### src/rtl/uart_pkg.sv
// ---------------------------------------------------------------------------
// uart_pkg
// Shared definitions for the UART echo responder slice: the data width, the
// width of the echo counter, and the state encodings of the ingest and egress
// state machines.
// ---------------------------------------------------------------------------
package uart_pkg;

  localparam int DATA_W = 8;
  localparam int ECHO_W = 16;

  // Ingest side: take a byte, acknowledge it, then wait for the receiver
  // to drop its ready flag so the same byte is never pushed twice.
  typedef enum logic [1:0] {
    IN_IDLE,
    IN_CLR,
    IN_WAIT_LOW
  } in_state_t;

  // Egress side: pop, strobe the transmitter, then follow its busy flag.
  typedef enum logic [1:0] {
    TX_IDLE,
    TX_STROBE,
    TX_WAIT_BUSY,
    TX_WAIT_DONE
  } tx_state_t;

endpackage

### src/rtl/uart_echo_responder_if.sv
// ---------------------------------------------------------------------------
// uart_echo_responder_if
// Handshake bundle between the uart core and the echo responder.
//   rx_ready / rx_data   : receiver holds a byte (core -> responder)
//   rx_ready_clr         : one-cycle acknowledge (responder -> core)
//   tx_busy              : transmitter busy (core -> responder)
//   tx_data / tx_wr_en   : byte to send and its write strobe (responder -> core)
// The master modport is the uart core side, the slave modport the responder.
// ---------------------------------------------------------------------------
interface uart_echo_responder_if;
  import uart_pkg::*;

  logic              rx_ready;
  logic [DATA_W-1:0] rx_data;
  logic              rx_ready_clr;
  logic              tx_busy;
  logic [DATA_W-1:0] tx_data;
  logic              tx_wr_en;

  modport master (
    output rx_ready, rx_data, tx_busy,
    input  rx_ready_clr, tx_data, tx_wr_en
  );

  modport slave (
    input  rx_ready, rx_data, tx_busy,
    output rx_ready_clr, tx_data, tx_wr_en
  );

endinterface

### src/rtl/sync_fifo.sv
// ---------------------------------------------------------------------------
// sync_fifo
// Single-clock show-ahead FIFO. dout always presents the head entry.
//   clk, rst_n : clock and synchronous active-low reset
//   push, din  : write request and data (ignored when full unless popping)
//   pop, dout  : read request and head data (ignored when empty)
//   count      : number of entries held
//   full/empty : occupancy flags
// DEPTH must be a power of two so the pointers wrap on their own.
// ---------------------------------------------------------------------------
module sync_fifo #(
  parameter int WIDTH = 8,
  parameter int DEPTH = 4
) (
  input  logic                     clk,
  input  logic                     rst_n,
  input  logic                     push,
  input  logic                     pop,
  input  logic [WIDTH-1:0]         din,
  output logic [WIDTH-1:0]         dout,
  output logic [$clog2(DEPTH):0]   count,
  output logic                     full,
  output logic                     empty
);

  localparam int                PTR_W    = $clog2(DEPTH);
  localparam logic [PTR_W-1:0]  PTR_ONE  = PTR_W'(1);
  localparam logic [PTR_W:0]    CNT_ONE  = (PTR_W + 1)'(1);
  localparam logic [PTR_W:0]    CNT_FULL = (PTR_W + 1)'(DEPTH);

  logic [WIDTH-1:0] mem [DEPTH];
  logic [PTR_W-1:0] wr_ptr;
  logic [PTR_W-1:0] rd_ptr;
  logic [PTR_W:0]   count_q;
  logic             do_push;
  logic             do_pop;

  // A pop frees a slot in the same cycle, so a push against a full buffer
  // is still taken when a pop happens alongside it.
  assign do_pop  = pop && !empty;
  assign do_push = push && (!full || do_pop);

  assign full  = (count_q == CNT_FULL);
  assign empty = (count_q == '0);
  assign count = count_q;
  assign dout  = mem[rd_ptr];

  // Pointer and occupancy bookkeeping; a simultaneous push and pop leaves
  // the occupancy unchanged.
  always_ff @(posedge clk) begin
    if (!rst_n) begin
      wr_ptr  <= '0;
      rd_ptr  <= '0;
      count_q <= '0;
    end else begin
      if (do_push) wr_ptr <= wr_ptr + PTR_ONE;
      if (do_pop)  rd_ptr <= rd_ptr + PTR_ONE;
      if (do_push && !do_pop)      count_q <= count_q + CNT_ONE;
      else if (do_pop && !do_push) count_q <= count_q - CNT_ONE;
    end
  end

  // Storage array; contents need no reset because count gates every read.
  always_ff @(posedge clk) begin
    if (do_push) mem[wr_ptr] <= din;
  end

endmodule

### src/rtl/uart_echo_responder.sv
// ---------------------------------------------------------------------------
// uart_echo_responder
// Takes every byte the uart receiver delivers, buffers it, and hands it back
// to the uart transmitter XORed with XOR_MASK, strictly in arrival order.
//   clk_50m    : system clock, rising edge
//   rst_n      : synchronous active-low reset
//   uart       : rx/tx handshake bundle (slave side)
//   fifo_count : bytes currently buffered
//   overflow   : sticky, set when a byte arrives with the buffer full
//   echo_count : bytes handed to the transmitter, wraps around
// ---------------------------------------------------------------------------
module uart_echo_responder
  import uart_pkg::*;
#(
  parameter int                FIFO_DEPTH   = 4,
  parameter logic [DATA_W-1:0] XOR_MASK     = 8'h00,
  parameter int                BUSY_TIMEOUT = 4
) (
  input  logic                          clk_50m,
  input  logic                          rst_n,
  uart_echo_responder_if.slave          uart,
  output logic [$clog2(FIFO_DEPTH):0]   fifo_count,
  output logic                          overflow,
  output logic [ECHO_W-1:0]             echo_count
);

  localparam int                 TIMER_W    = $clog2(BUSY_TIMEOUT + 1);
  localparam logic [TIMER_W-1:0] TIMER_LAST = TIMER_W'(BUSY_TIMEOUT - 1);
  localparam logic [TIMER_W-1:0] TIMER_ONE  = TIMER_W'(1);

  in_state_t          in_state, in_next;
  tx_state_t          tx_state, tx_next;
  logic               fifo_push;
  logic               fifo_pop;
  logic               fifo_full;
  logic               fifo_empty;
  logic [DATA_W-1:0]  fifo_dout;
  logic [TIMER_W-1:0] busy_timer;
  logic [DATA_W-1:0]  tx_data_q;
  logic               rx_ready_clr_c;
  logic               tx_wr_en_c;

  sync_fifo #(
    .WIDTH (DATA_W),
    .DEPTH (FIFO_DEPTH)
  ) u_fifo (
    .clk   (clk_50m),
    .rst_n (rst_n),
    .push  (fifo_push),
    .pop   (fifo_pop),
    .din   (uart.rx_data),
    .dout  (fifo_dout),
    .count (fifo_count),
    .full  (fifo_full),
    .empty (fifo_empty)
  );

  // State registers for both machines.
  always_ff @(posedge clk_50m) begin
    if (!rst_n) begin
      in_state <= IN_IDLE;
      tx_state <= TX_IDLE;
    end else begin
      in_state <= in_next;
      tx_state <= tx_next;
    end
  end

  // Ingest: push on the first cycle ready is seen, acknowledge on the next,
  // then hold off until ready has dropped.
  always_comb begin
    in_next        = in_state;
    fifo_push      = 1'b0;
    rx_ready_clr_c = 1'b0;
    case (in_state)
      IN_IDLE: begin
        if (uart.rx_ready) begin
          fifo_push = 1'b1;
          in_next   = IN_CLR;
        end
      end
      IN_CLR: begin
        rx_ready_clr_c = 1'b1;
        in_next        = IN_WAIT_LOW;
      end
      IN_WAIT_LOW: begin
        if (!uart.rx_ready) in_next = IN_IDLE;
      end
      default: in_next = IN_IDLE;
    endcase
  end

  // Egress: pop when the transmitter is free, strobe for one cycle, then
  // track busy. A transmitter that never raises busy is given up on after
  // BUSY_TIMEOUT cycles so the echo path cannot stall.
  always_comb begin
    tx_next    = tx_state;
    fifo_pop   = 1'b0;
    tx_wr_en_c = 1'b0;
    case (tx_state)
      TX_IDLE: begin
        if (!fifo_empty && !uart.tx_busy) begin
          fifo_pop = 1'b1;
          tx_next  = TX_STROBE;
        end
      end
      TX_STROBE: begin
        tx_wr_en_c = 1'b1;
        tx_next    = TX_WAIT_BUSY;
      end
      TX_WAIT_BUSY: begin
        if (uart.tx_busy)                  tx_next = TX_WAIT_DONE;
        else if (busy_timer == TIMER_LAST) tx_next = TX_IDLE;
      end
      TX_WAIT_DONE: begin
        if (!uart.tx_busy) tx_next = TX_IDLE;
      end
      default: tx_next = TX_IDLE;
    endcase
  end

  // Counts cycles spent waiting for busy; parked at zero everywhere else so
  // each wait starts fresh.
  always_ff @(posedge clk_50m) begin
    if (!rst_n || tx_state != TX_WAIT_BUSY) busy_timer <= '0;
    else                                    busy_timer <= busy_timer + TIMER_ONE;
  end

  // The masked byte is captured as it leaves the buffer and held until the
  // next pop; the echo counter advances with each byte handed over.
  always_ff @(posedge clk_50m) begin
    if (!rst_n) begin
      tx_data_q  <= '0;
      echo_count <= '0;
    end else if (fifo_pop) begin
      tx_data_q  <= fifo_dout ^ XOR_MASK;
      echo_count <= echo_count + 16'd1;
    end
  end

  // A byte is lost only when it arrives full and nothing leaves that cycle.
  always_ff @(posedge clk_50m) begin
    if (!rst_n)                                     overflow <= 1'b0;
    else if (fifo_push && fifo_full && !fifo_pop)   overflow <= 1'b1;
  end

  assign uart.rx_ready_clr = rx_ready_clr_c;
  assign uart.tx_wr_en     = tx_wr_en_c;
  assign uart.tx_data      = tx_data_q;

endmodule

### src/flat_wrapper.sv
// flat-port wrapper written by rule: the top's interface ports become plain ports
module uart_echo_responder_flat import uart_pkg::*;
#(
  parameter int                FIFO_DEPTH   = 4,
  parameter logic [DATA_W-1:0] XOR_MASK     = 8'h00,
  parameter int                BUSY_TIMEOUT = 4
)
  (clk_50m, rst_n, fifo_count, overflow, echo_count, uart_rx_ready, uart_rx_data, uart_tx_busy, uart_rx_ready_clr, uart_tx_data, uart_tx_wr_en);
  uart_echo_responder_if uart_i ();
  input  logic clk_50m;
  input  logic rst_n;
  output logic [$clog2(FIFO_DEPTH):0] fifo_count;
  output logic overflow;
  output logic [ECHO_W-1:0] echo_count;
  input wire logic [$bits(uart_i.rx_ready)-1:0] uart_rx_ready;
  input wire logic [$bits(uart_i.rx_data)-1:0] uart_rx_data;
  input wire logic [$bits(uart_i.tx_busy)-1:0] uart_tx_busy;
  output wire logic [$bits(uart_i.rx_ready_clr)-1:0] uart_rx_ready_clr;
  output wire logic [$bits(uart_i.tx_data)-1:0] uart_tx_data;
  output wire logic [$bits(uart_i.tx_wr_en)-1:0] uart_tx_wr_en;
  assign uart_i.rx_ready = uart_rx_ready;
  assign uart_i.rx_data = uart_rx_data;
  assign uart_i.tx_busy = uart_tx_busy;
  assign uart_rx_ready_clr = uart_i.rx_ready_clr;
  assign uart_tx_data = uart_i.tx_data;
  assign uart_tx_wr_en = uart_i.tx_wr_en;
  uart_echo_responder #(.FIFO_DEPTH(FIFO_DEPTH), .XOR_MASK(XOR_MASK), .BUSY_TIMEOUT(BUSY_TIMEOUT)) u_core (.clk_50m(clk_50m), .rst_n(rst_n), .uart(uart_i), .fifo_count(fifo_count), .overflow(overflow), .echo_count(echo_count));
endmodule
### config.mk
export PLATFORM = sky130hd
export DESIGN_NAME = uart_echo_responder_flat
export DESIGN_NICKNAME = d
export VERILOG_FILES = /design/src/rtl/uart_pkg.sv /design/src/rtl/uart_echo_responder_if.sv /design/src/rtl/sync_fifo.sv /design/src/rtl/uart_echo_responder.sv /design/src/flat_wrapper.sv
export SDC_FILE = /design/constraint.sdc
export NUM_CORES = 1
export LEC_CHECK = 0
export CELL_PAD_IN_SITES_DETAIL_PLACEMENT = 0
export CELL_PAD_IN_SITES_GLOBAL_PLACEMENT = 1
export CORE_ASPECT_RATIO = 2
export CORE_UTILIZATION = 39
export CTS_CLUSTER_SIZE = 12
export DETAILED_ROUTE_END_ITERATION = 6
export GPL_TIMING_DRIVEN = 0
export PLACE_DENSITY_LB_ADDON = 0.08
export SYNTH_ARGS = -nofsm -noshare
export SYNTH_HDL_FRONTEND = slang
export SYNTH_HIERARCHICAL = 1
export SYNTH_SLANG_ARGS = --single-unit
export TNS_END_PERCENT = 5
### constraint.sdc
create_clock -name clk_50m -period 2.9 [get_ports clk_50m]
set_input_delay 0.435 -clock clk_50m [delete_from_list [all_inputs] [get_ports clk_50m]]
set_output_delay 0.435 -clock clk_50m [all_outputs]
set_load 0.1 [all_outputs]
==> reports/results.tsv, run 1 <==
metric	value	unit
status	complete, no violations	
antenna_left	0	
grt_usage	16.64	%
r2r_start	u_core/tx_state[1]	
layout-drive-gt1-share	16.29	%
grt_max_degree	12	
combPwrFrac	32.2	%
final_cell_mix	clkdlybuf4s50_1, dfxtp_1, edfxtp_1, nand2_1, and2_1	
r2r_cells	12	
grt_overflow_total	0	
cpMaxStageDelayCell	or4_4	
wl_met1	2.197	mm
ir_drop	0.4742	mV
setup_viol	0	
cp-start-kind	flip-flop	
finalHoldViolCount	0	
critPathTopFamily	simple AND/OR/NAND/NOR gates	
yosysUniqueCellTypes	41	
powerDensity	882.8	nW/µm²
post-route-min-period	2.768	ns
maxUsedRoutingLayer	met4	
ys_seq_area_share	58.67	%
syn_inst	241	
slowest_delay	0.61	ns
final_common_cell	clkdlybuf4s50_1	
routabilityCongestion	0.6969	
rr_endpoint	u_core/u_fifo/count[2]	
cp-end-kind	flip-flop	
drt-initial-drc-count	68	
dr.pass1.iters	4	
criticalPathCategory	flip-flop to flip-flop	
clockBufferDepth	2	
grt_pass1_wl	9.818	mm
crit_path_end	u_core/u_fifo/count[2]	
pwr-share-seq	36.9	%
clock.fmax	361.3	MHz
cp.arrival	3.02	ns
p_int	0.002277	W
relSlewSlack	33.83	%
areaGrowthSynthToFinish	30.04	%
worst_pin_slew	0.9894	ns
hold_buffers	0	
wl_per_cell	14.72	µm
cts-root-buf	clkbuf_16	
final_nets	323	
cts_buffers	9	
holdWs	0.4191	ns
worst-path-stages	12	
yosys_warnings	6	
fin_setup_tns	0	ns
path_clk_slew	0.05	ns
leakage	1.479	nW
die_x	64.40	µm
path_cells	or4_4 -> buf_6 -> inv_2 -> buf_8 -> inv_2 -> a21boi_4 -> ha_2 -> inv_1 -> fa_2 -> xor2_1 -> or3_1 -> a21boi_1	
initial_utilization	40.25	%
num_vias	1918	
switching_share	34.68	%
startpoint	u_core/tx_state[1]	
drv_cap	0	
portBuffers	41	
vias_per_cell	4.783	
grt_pass1_vias	1997	
clkLatencyLatePin	0.33	ns
ioPinCount	42	
dp_hpwl	4.189	mm
rows	45	
power_switching	0.001209	W
cpMostUsedCell	inv_2	
synth_area	3037	µm²
cp_max_fo	10	
post-route-period-util	95.45	%
crit_buf_inv	5	
antenna_found_initial	0	
ys_ff_latch	73	
clock_skew	0.003876	ns
diodes	0	
cts_tree	done	
met3WireLength	187	µm
core_area	7545	µm²
drc	0	
die_h	126.8	µm
cts_sinks	73	
cts_max_level	3	
die-area	8165	µm²
dr_wl_met2	3.399	mm
hp-class	flip-flop to flip-flop	
final-max-slew-violation-count	0	
crit_required	3.15	ns
syn-num-nets	262	
regToRegSetupSlack	0.13	ns
clock_power_share	30.9	%
drt_wl_total	5.902	mm
syn_avg_cell_area	12.60	µm²
cells in the mapped netlist:
cell / count / area (µm²)
a21boi_0: 11 / 82.58
a21boi_1: 1 / 7.510
a21boi_4: 1 / 18.77
a31oi_1: 1 / 6.260
and2_1: 19 / 118.9
and2b_2: 1 / 8.760
and3_1: 1 / 6.260
and3b_1: 1 / 8.760
buf_1: 1 / 3.750
buf_2: 1 / 5.000
buf_4: 1 / 7.510
buf_6: 2 / 22.52
clkbuf_1: 5 / 18.77
dfxtp_1: 41 / 820.8
edfxtp_1: 32 / 960.9
fa_1: 1 / 20.02
ha_1: 8 / 100.1
inv_1: 9 / 33.78
mux2i_1: 7 / 70.07
mux4_2: 8 / 180.2
nand2_1: 31 / 116.4
nand2b_1: 4 / 25.02
nand3_1: 7 / 35.03
nand3b_1: 1 / 7.510
nand4_1: 2 / 12.51
nor2_1: 6 / 22.52
nor2b_1: 3 / 18.77
nor3_1: 1 / 5.000
nor3_2: 3 / 30.03
nor3b_1: 1 / 7.510
nor3b_2: 1 / 12.51
nor4_1: 4 / 25.02
nor4_4: 1 / 21.27
o21a_1: 3 / 22.52
o21ai_0: 2 / 10.01
o311ai_1: 1 / 8.760
o31ai_2: 1 / 12.51
or3_1: 2 / 12.51
or4_1: 1 / 7.510
xnor2_1: 6 / 52.55
xor2_1: 8 / 70.07
what timing repair did:
item,CTS,global route
pin swaps,1,2
setup endpoints to repair,1,1
resized for setup,1,2
buffers inserted,3,7
metal layers:
metal  up-vias  track usage, %
met4         0           8.627
met1       899           16.03
met3        11           4.586
li1        970               -
met5         -               0
met2        38           30.96
stage by stage:
stage | worst slack, ns | instance area, µm² | utilization, % | total power [W] | std cells
floorplan | -0.1339 | 3057 | - | 0.002129 | 241
detailed placement | -0.5660 | 3585 | 47.51 | 0.002378 | 376
global route | -0.02237 | 3949 | 52.34 | 0.003667 | 401
finish | 0.1319 | 3949 | 52.34 | 0.003486 | 401
CTS | 0.03012 | 3901 | 51.71 | 0.003506 | 395
global placement | -0.5418 | 3585 | 47.51 | 0.002372 | 376
cells by family after synthesis:
logic type | count (synthesis) | synth area share (%)
simple gates | 90 | 16.52
flops | 73 | 58.67
compound gates | 21 | 5.563
buf+inv | 19 | 3.008
mux | 15 | 8.241
xor+xnor | 14 | 4.038
fa+ha+maj | 9 | 3.956
worst register-to-register path, stage by stage, from the launching register on:
cell      delay (ns)
dfxtp_1         0.34
or4_4           0.61
buf_6           0.18
inv_2           0.07
buf_8           0.10
inv_2           0.04
a21boi_4        0.14
ha_2            0.21
inv_1           0.06
fa_2            0.34
xor2_1          0.16
or3_1           0.31
a21boi_1        0.14
power by group through the flow:
stage	Sequential, W	Combinational (W)	Clock [W]
after global placement	0.00132	0.00105	0
final	0.00129	0.00112	0.00108
after detailed placement	0.00132	0.00106	0
after global routing	0.00130	0.00121	0.00116
after floorplan	0.00169	0.000436	0
after CTS	0.00130	0.00109	0.00111
sequential cells by signal, indices dropped and copies added (netlist names), named ones only:
name,cells
u_core/echo_count,16
u_core/u_fifo/mem,32
u_core/in_state,2
u_core/uart.tx_data,8
u_core/busy_timer,3
u_core/u_fifo/wr_ptr,2
u_core/u_fifo/rd_ptr,2
u_core/overflow,1
u_core/tx_state,2
u_core/u_fifo/count,3
worst min path at each step:
stage                                 to            startpoint  cells past startpoint  slack (ns)
global route        u_core/busy_timer[0]  u_core/busy_timer[0]                      1        0.45
global placement    u_core/busy_timer[0]  u_core/busy_timer[0]                      1        0.41
detailed placement  u_core/busy_timer[0]  u_core/busy_timer[0]                      1        0.42
finish              u_core/busy_timer[0]  u_core/busy_timer[0]                      1        0.42
CTS                 u_core/busy_timer[0]  u_core/busy_timer[0]                      1        0.43
floorplan           u_core/busy_timer[0]  u_core/busy_timer[0]                      1        0.40
cell type report:
| cell class | count | area, µm² |
|---|---|---|
| Buffer | 9 | 53.80 |
| Clock buffer | 13 | 250.2 |
| Clock inverter | 3 | 40.04 |
| Fill cell | 708 | 3596 |
| Inverter | 9 | 33.78 |
| Multi-Input combinational cell | 149 | 1172 |
| Sequential cell | 73 | 1793 |
| Tap cell | 94 | 117.6 |
| Timing Repair Buffer | 51 | 488.0 |
Power figures use the tool's default switching activity.
==> inputs of run 2 (changes only) <==
- CORE_MARGIN: not set -> 10
==> reports/results.tsv, run 2 (synthesized netlist as in run 1, its figures left out) <==
metric	value	unit	change
cp-end-kind	flip-flop		
num_vias	1963		+2.3%
initial_utilization	39.95	%	-0.30 points
finalHoldViolCount	0		unchanged
criticalPathCategory	flip-flop to flip-flop		
core_area	7601	µm²	+0.75%
pwr-share-seq	36.2	%	-0.7 points
grt_max_degree	14		+2
die_x	82.40	µm	+28%
grt_pass1_vias	2057		+3.0%
post-route-period-util	95.24	%	-0.21 points
grt_overflow_total	0		unchanged
p_int	0.002286	W	+0.38%
cts-root-buf	clkbuf_16		
crit_buf_inv	6		+1
clock_power_share	30.7	%	-0.2 points
power_switching	0.001238	W	+2.4%
dp_cells	376		unchanged
relSlewSlack	34.16	%	+0.33 points
antenna_found_initial	0		unchanged
cp.arrival	3.01	ns	about the same
fin_setup_tns	0	ns	unchanged
cp_max_fo	10		unchanged
portBuffers	41		unchanged
ir_drop	0.5047	mV	+6.4%
critPathTopFamily	simple AND/OR/NAND/NOR gates		
dr.pass1.iters	4		unchanged
cts_max_level	3		unchanged
clockBufferDepth	2		unchanged
instances_no_fill	403		+0.50%
leakage	1.477	nW	-0.16%
post-route-min-period	2.762	ns	-0.006230 ns
drc	0		unchanged
clock.fmax	362.1	MHz	+0.23%
areaGrowthSynthToFinish	31.36	%	
final_cell_mix	clkdlybuf4s50_1, dfxtp_1, edfxtp_1, nand2_1, and2_1		
largest_reg_flops	32		unchanged
cts_buffers	9		unchanged
clock_skew	0.005451	ns	+0.001574 ns
grt_pass1_wl	10.12	mm	+3.0%
slowest_delay	0.54	ns	-0.07 ns
grt_usage	11.20	%	-5.4 points
setup_viol	0		unchanged
dp_hpwl	4.548	mm	+8.6%
path_clk_slew	0.06	ns	about the same
worst_pin_slew	0.9844	ns	-0.004975 ns
die-area	11930	µm²	+46%
rsz0062_at_grt	false		
cp-start-kind	flip-flop		
switching_share	35.12	%	+0.45 points
final-max-slew-violation-count	0		unchanged
rows	45		unchanged
hold_buffers	0		unchanged
cpMaxStageDelayCell	or4_1		
cts_tree	done		
routabilityCongestion	0.7177		+3.0%
final_nets	325		+0.62%
cpMostUsedCell	buf_6		
powerDensity	883.4	nW/µm²	about the same
drt-initial-drc-count	89		+31%
top_register	u_core/u_fifo/mem		
drt_wl_total	6.209	mm	+5.2%
drv_cap	0		unchanged
layout-drive-gt1-share	17.15	%	+0.87 points
path_cells	or4_1 -> buf_6 -> buf_6 -> inv_6 -> buf_8 -> inv_2 -> a21boi_4 -> ha_2 -> inv_1 -> fa_2 -> xor2_1 -> or3_1 -> a21boi_1		
status	complete, no violations		
ioPinCount	42		unchanged
final_common_cell	clkdlybuf4s50_1		
crit_required	3.15	ns	about the same
vias_per_cell	4.871		+1.8%
antenna_left	0		unchanged
die_h	144.8	µm	+14%
diodes	0		unchanged
clkLatencyLatePin	0.32	ns	about the same
cts_sinks	73		unchanged
hp-class	flip-flop to flip-flop		
wl_per_cell	15.41	µm	+4.7%
combPwrFrac	33.1	%	+0.9 points
run 2: cell types whose count changed in the layout (fill, tap and decap cells not counted), sizes merged:
cell,before,now
buf,14,15
dlymetal6s2s,1,0
inv,9,10
clkinv,2,1
clkinvlp,0,3
clkbuf,18,16
dlygate4sd2,0,1
run 2: power groups by stage:
| stage | sequential [W] | clock [W] | combinational (W) |
|---|---|---|---|
| 3_3_place_gp | 0.00132 | 0 | 0.00106 |
| 6_report | 0.00128 | 0.00108 | 0.00117 |
| 4_1_cts | 0.00128 | 0.00111 | 0.00111 |
| 2_1_floorplan | 0.00169 | 0 | 0.000436 |
| 5_1_grt | 0.00129 | 0.00115 | 0.00125 |
| 3_5_place_dp | 0.00132 | 0 | 0.00106 |
run 2: worst paths after layout:
path / startpoint / endpoint / slack, ns / cells after the start
setup / recovery: u_core/tx_state[1] / u_core/u_fifo/count[2] / 0.14 / 13
hold reg to reg: u_core/busy_timer[0] / u_core/busy_timer[0] / 0.44 / 1
hold / removal: u_core/busy_timer[0] / u_core/busy_timer[0] / 0.44 / 1
setup reg to reg: u_core/tx_state[1] / u_core/u_fifo/count[2] / 0.14 / 13
run 2: layout make-up:
cell class,count,area (µm²)
plain buffers,10,65.06
multi-input cells,149,1169
repair buffers,52,509.2
inverters,9,38.79
clock inverters,6,67.56
fillers,706,3612
well taps,94,117.6
flip-flops and latches,73,1793
clock buffers,10,229.0
run 2: repair_timing:
item,in CTS,in global routing
gates resized for setup,2,2
setup buffers,3,7
pin swaps,1,2
setup endpoints to repair,1,1
gates cloned,0,1
endpoints found under the hold margin,0,0
run 2: stage by stage:
stage	cell area (µm²)	hold WS, ns	utilization (%)	total power [W]	setup slack, ns
floorplan	3057	0.3992	-	0.002129	-0.1339
global placement	3585	0.4106	47.16	0.002376	-0.5116
detailed placement	3585	0.4301	47.16	0.002385	-0.5403
CTS	3906	0.4384	51.39	0.003497	0.01140
global route	3989	0.4648	52.48	0.003689	0.02087
finish	3989	0.4400	52.48	0.003524	0.1381
run 2: per-layer routing:
metal  GRT usage, %  vias up  share of wire [%]
li1               -      976                  -
met1          10.34      947                 36
met2          21.00       32                 58
met3          3.090        8                4.4
met4          5.676        0                1.6
met5              0        -                  0
==> inputs of run 3 (changes only) <==
- CORE_MARGIN: 10 -> 3
- CORE_UTILIZATION: 39 -> 44
- DONT_BUFFER_PORTS: not set -> 1
==> reports/results.tsv, run 3 (synthesized netlist as in run 1, its figures left out) <==
metric	value	unit	change
status	complete, no violations		
cpMaxStageDelayCell	dfxtp_4		
layout-drive-gt1-share	20.52	%	+3.4 points
post_dp_cell_area	3201	µm²	-11%
post-route-period-util	97.15	%	+1.9 points
cp-end-kind	flip-flop		
leakage	1.336	nW	-9.5%
power_switching	0.001217	W	-1.7%
dr.pass1.iters	4		unchanged
vias_per_cell	4.980		+2.2%
diodes	0		unchanged
worst_pin_slew	1.113	ns	+0.1281 ns
rsz0062_at_grt	true		
cp_max_fo	9		-1
die_h	123.5	µm	-15%
powerDensity	944.5	nW/µm²	+6.9%
holdWs	0.2025	ns	-0.2375 ns
core_area	6674	µm²	-12%
finalHoldViolCount	0		unchanged
post-route-min-period	2.817	ns	+0.05545 ns
drc	0		unchanged
drt-initial-drc-count	50		-44%
clock_power_share	32.2	%	+1.5 points
largest_reg_flops	32		unchanged
fin_area	3581	µm²	-10%
rows	42		-6.7%
top_register	u_core/u_fifo/mem		
cts-root-buf	clkbuf_16		
clockBufferDepth	2		unchanged
switching_share	35.98	%	+0.86 points
wl_per_cell	15.78	µm	+2.4%
clkLatencyLatePin	0.33	ns	about the same
grt_usage	15.56	%	+4.4 points
path_cells	nor3_2 -> or4_1 -> buf_6 -> inv_4 -> buf_8 -> inv_4 -> a21boi_4 -> ha_2 -> inv_2 -> fa_2 -> xor2_1 -> or3_1 -> a21boi_1		
grt_max_degree	15		+1
portBuffers	0		-100%
final_cell_mix	dfxtp_1, edfxtp_1, nand2_1, and2_1		
hp-class	input port to flip-flop		
hold_buffers	0		unchanged
initial_utilization	45.50	%	+5.5 points
num_vias	1773		-9.7%
clock_skew	0.008591	ns	+0.003140 ns
antenna_found_initial	0		unchanged
criticalPathCategory	flip-flop to flip-flop		
dp_hpwl	4.001	mm	-12%
cts_tree	done		
relSlewSlack	25.73	%	-8.4 points
p_int	0.002165	W	-5.3%
grt_pass1_wl	8.997	mm	-11%
final-max-slew-violation-count	0		unchanged
drt_wl_total	5.617	mm	-9.5%
setup_viol	0		unchanged
ir_drop	0.5336	mV	+5.7%
fin_setup_tns	0	ns	unchanged
cp-start-kind	flip-flop		
final_nets	284		-13%
areaGrowthSynthToFinish	17.92	%	
cts_sinks	73		unchanged
die_x	64.75	µm	-21%
grt_pass1_vias	1797		-13%
utilization	53.66	%	+1.2 points
fin_ws	0.08265	ns	-0.05545 ns
crit_buf_inv	5		-1
drv_cap	0		unchanged
grt_overflow_total	0		unchanged
ioPinCount	42		unchanged
final_common_cell	dfxtp_1		
combPwrFrac	17.3	%	-16 points
pwr-share-seq	50.4	%	+14 points
pre_cts_ws	-0.3841	ns	+0.1562 ns
cp.arrival	3.07	ns	+0.06 ns
clock.fmax	354.9	MHz	-2.0%
path_clk_slew	0.05	ns	about the same
cts_max_level	3		unchanged
antenna_left	0		unchanged
critPathTopFamily	simple AND/OR/NAND/NOR gates		
cts_buffers	9		unchanged
routabilityCongestion	0.7309		+1.8%
slowest_delay	0.59	ns	+0.05 ns
crit_required	3.15	ns	about the same
cpMostUsedCell	inv_4		
die-area	7995	µm²	-33%
run 3: cell count changes in the layout (fill, tap and decap cells not counted), moves of 2 or more:
cell             change
inv_4                +2
clkinvlp_4           -2
clkdlybuf4s50_1     -40
clkinv_4             +2
run 3: power by group through the flow:
stage	sequential (W)	combinational, W	clock, W
final	0.00171	0.000586	0.00109
after global routing	0.00172	0.000654	0.00116
after CTS	0.00171	0.000558	0.00112
after detailed placement	0.00173	0.000530	0
after global placement	0.00173	0.000516	0
after floorplan	0.00169	0.000436	0
run 3: repair_timing:
| item | in CTS | in global routing |
|---|---|---|
| buffers inserted | 5 | 5 |
| pin swaps | 4 | 0 |
| resized for setup | 3 | 2 |
| gates cloned | 0 | 0 |
| setup endpoints to repair | 2 | 1 |
run 3: path summary, 6_finish.rpt:
| path | cells past startpoint | startpoint | slack [ns] | to |
|---|---|---|---|---|
| worst max-delay path | 13 | u_core/u_fifo/count[1] | 0.08 | u_core/u_fifo/count[2] |
| worst min register to register | 1 | u_core/busy_timer[0] | 0.42 | u_core/busy_timer[0] |
| worst max register to register | 13 | u_core/u_fifo/count[1] | 0.08 | u_core/u_fifo/count[2] |
| worst min-delay path | 0 | uart_rx_data[4] | 0.20 | u_core/u_fifo/mem[2][4] |
run 3: cell type report:
type	instances	area, µm²
fillers	624	3093
flip-flops and latches	73	1793
multi-input cells	149	1176
clock buffers	9	225.2
well taps	88	110.1
repair buffers	12	106.4
clock inverters	7	77.57
plain buffers	9	53.80
inverters	9	38.79
run 3: worst register-to-register path: stages, from the launching register on:
cell	delay (ns)
dfxtp_4	0.59
nor3_2	0.07
or4_1	0.43
buf_6	0.17
inv_4	0.06
buf_8	0.10
inv_4	0.03
a21boi_4	0.14
ha_2	0.21
inv_2	0.04
fa_2	0.32
xor2_1	0.15
or3_1	0.30
a21boi_1	0.13
run 3: layer usage:
layer  global-route usage (%)  wire [µm]
met1                    15.36       2020
met2                    27.97       3201
met3                    5.818        333
met4                    7.550         61
met5                        0          0
run 3: metrics by stage:
step / std cells / power (W)
floorplan: 241 / 0.002129
global placement: 329 / 0.002242
detailed placement: 331 / 0.002258
CTS: 351 / 0.003394
global route: 356 / 0.003535
finish: 356 / 0.003382
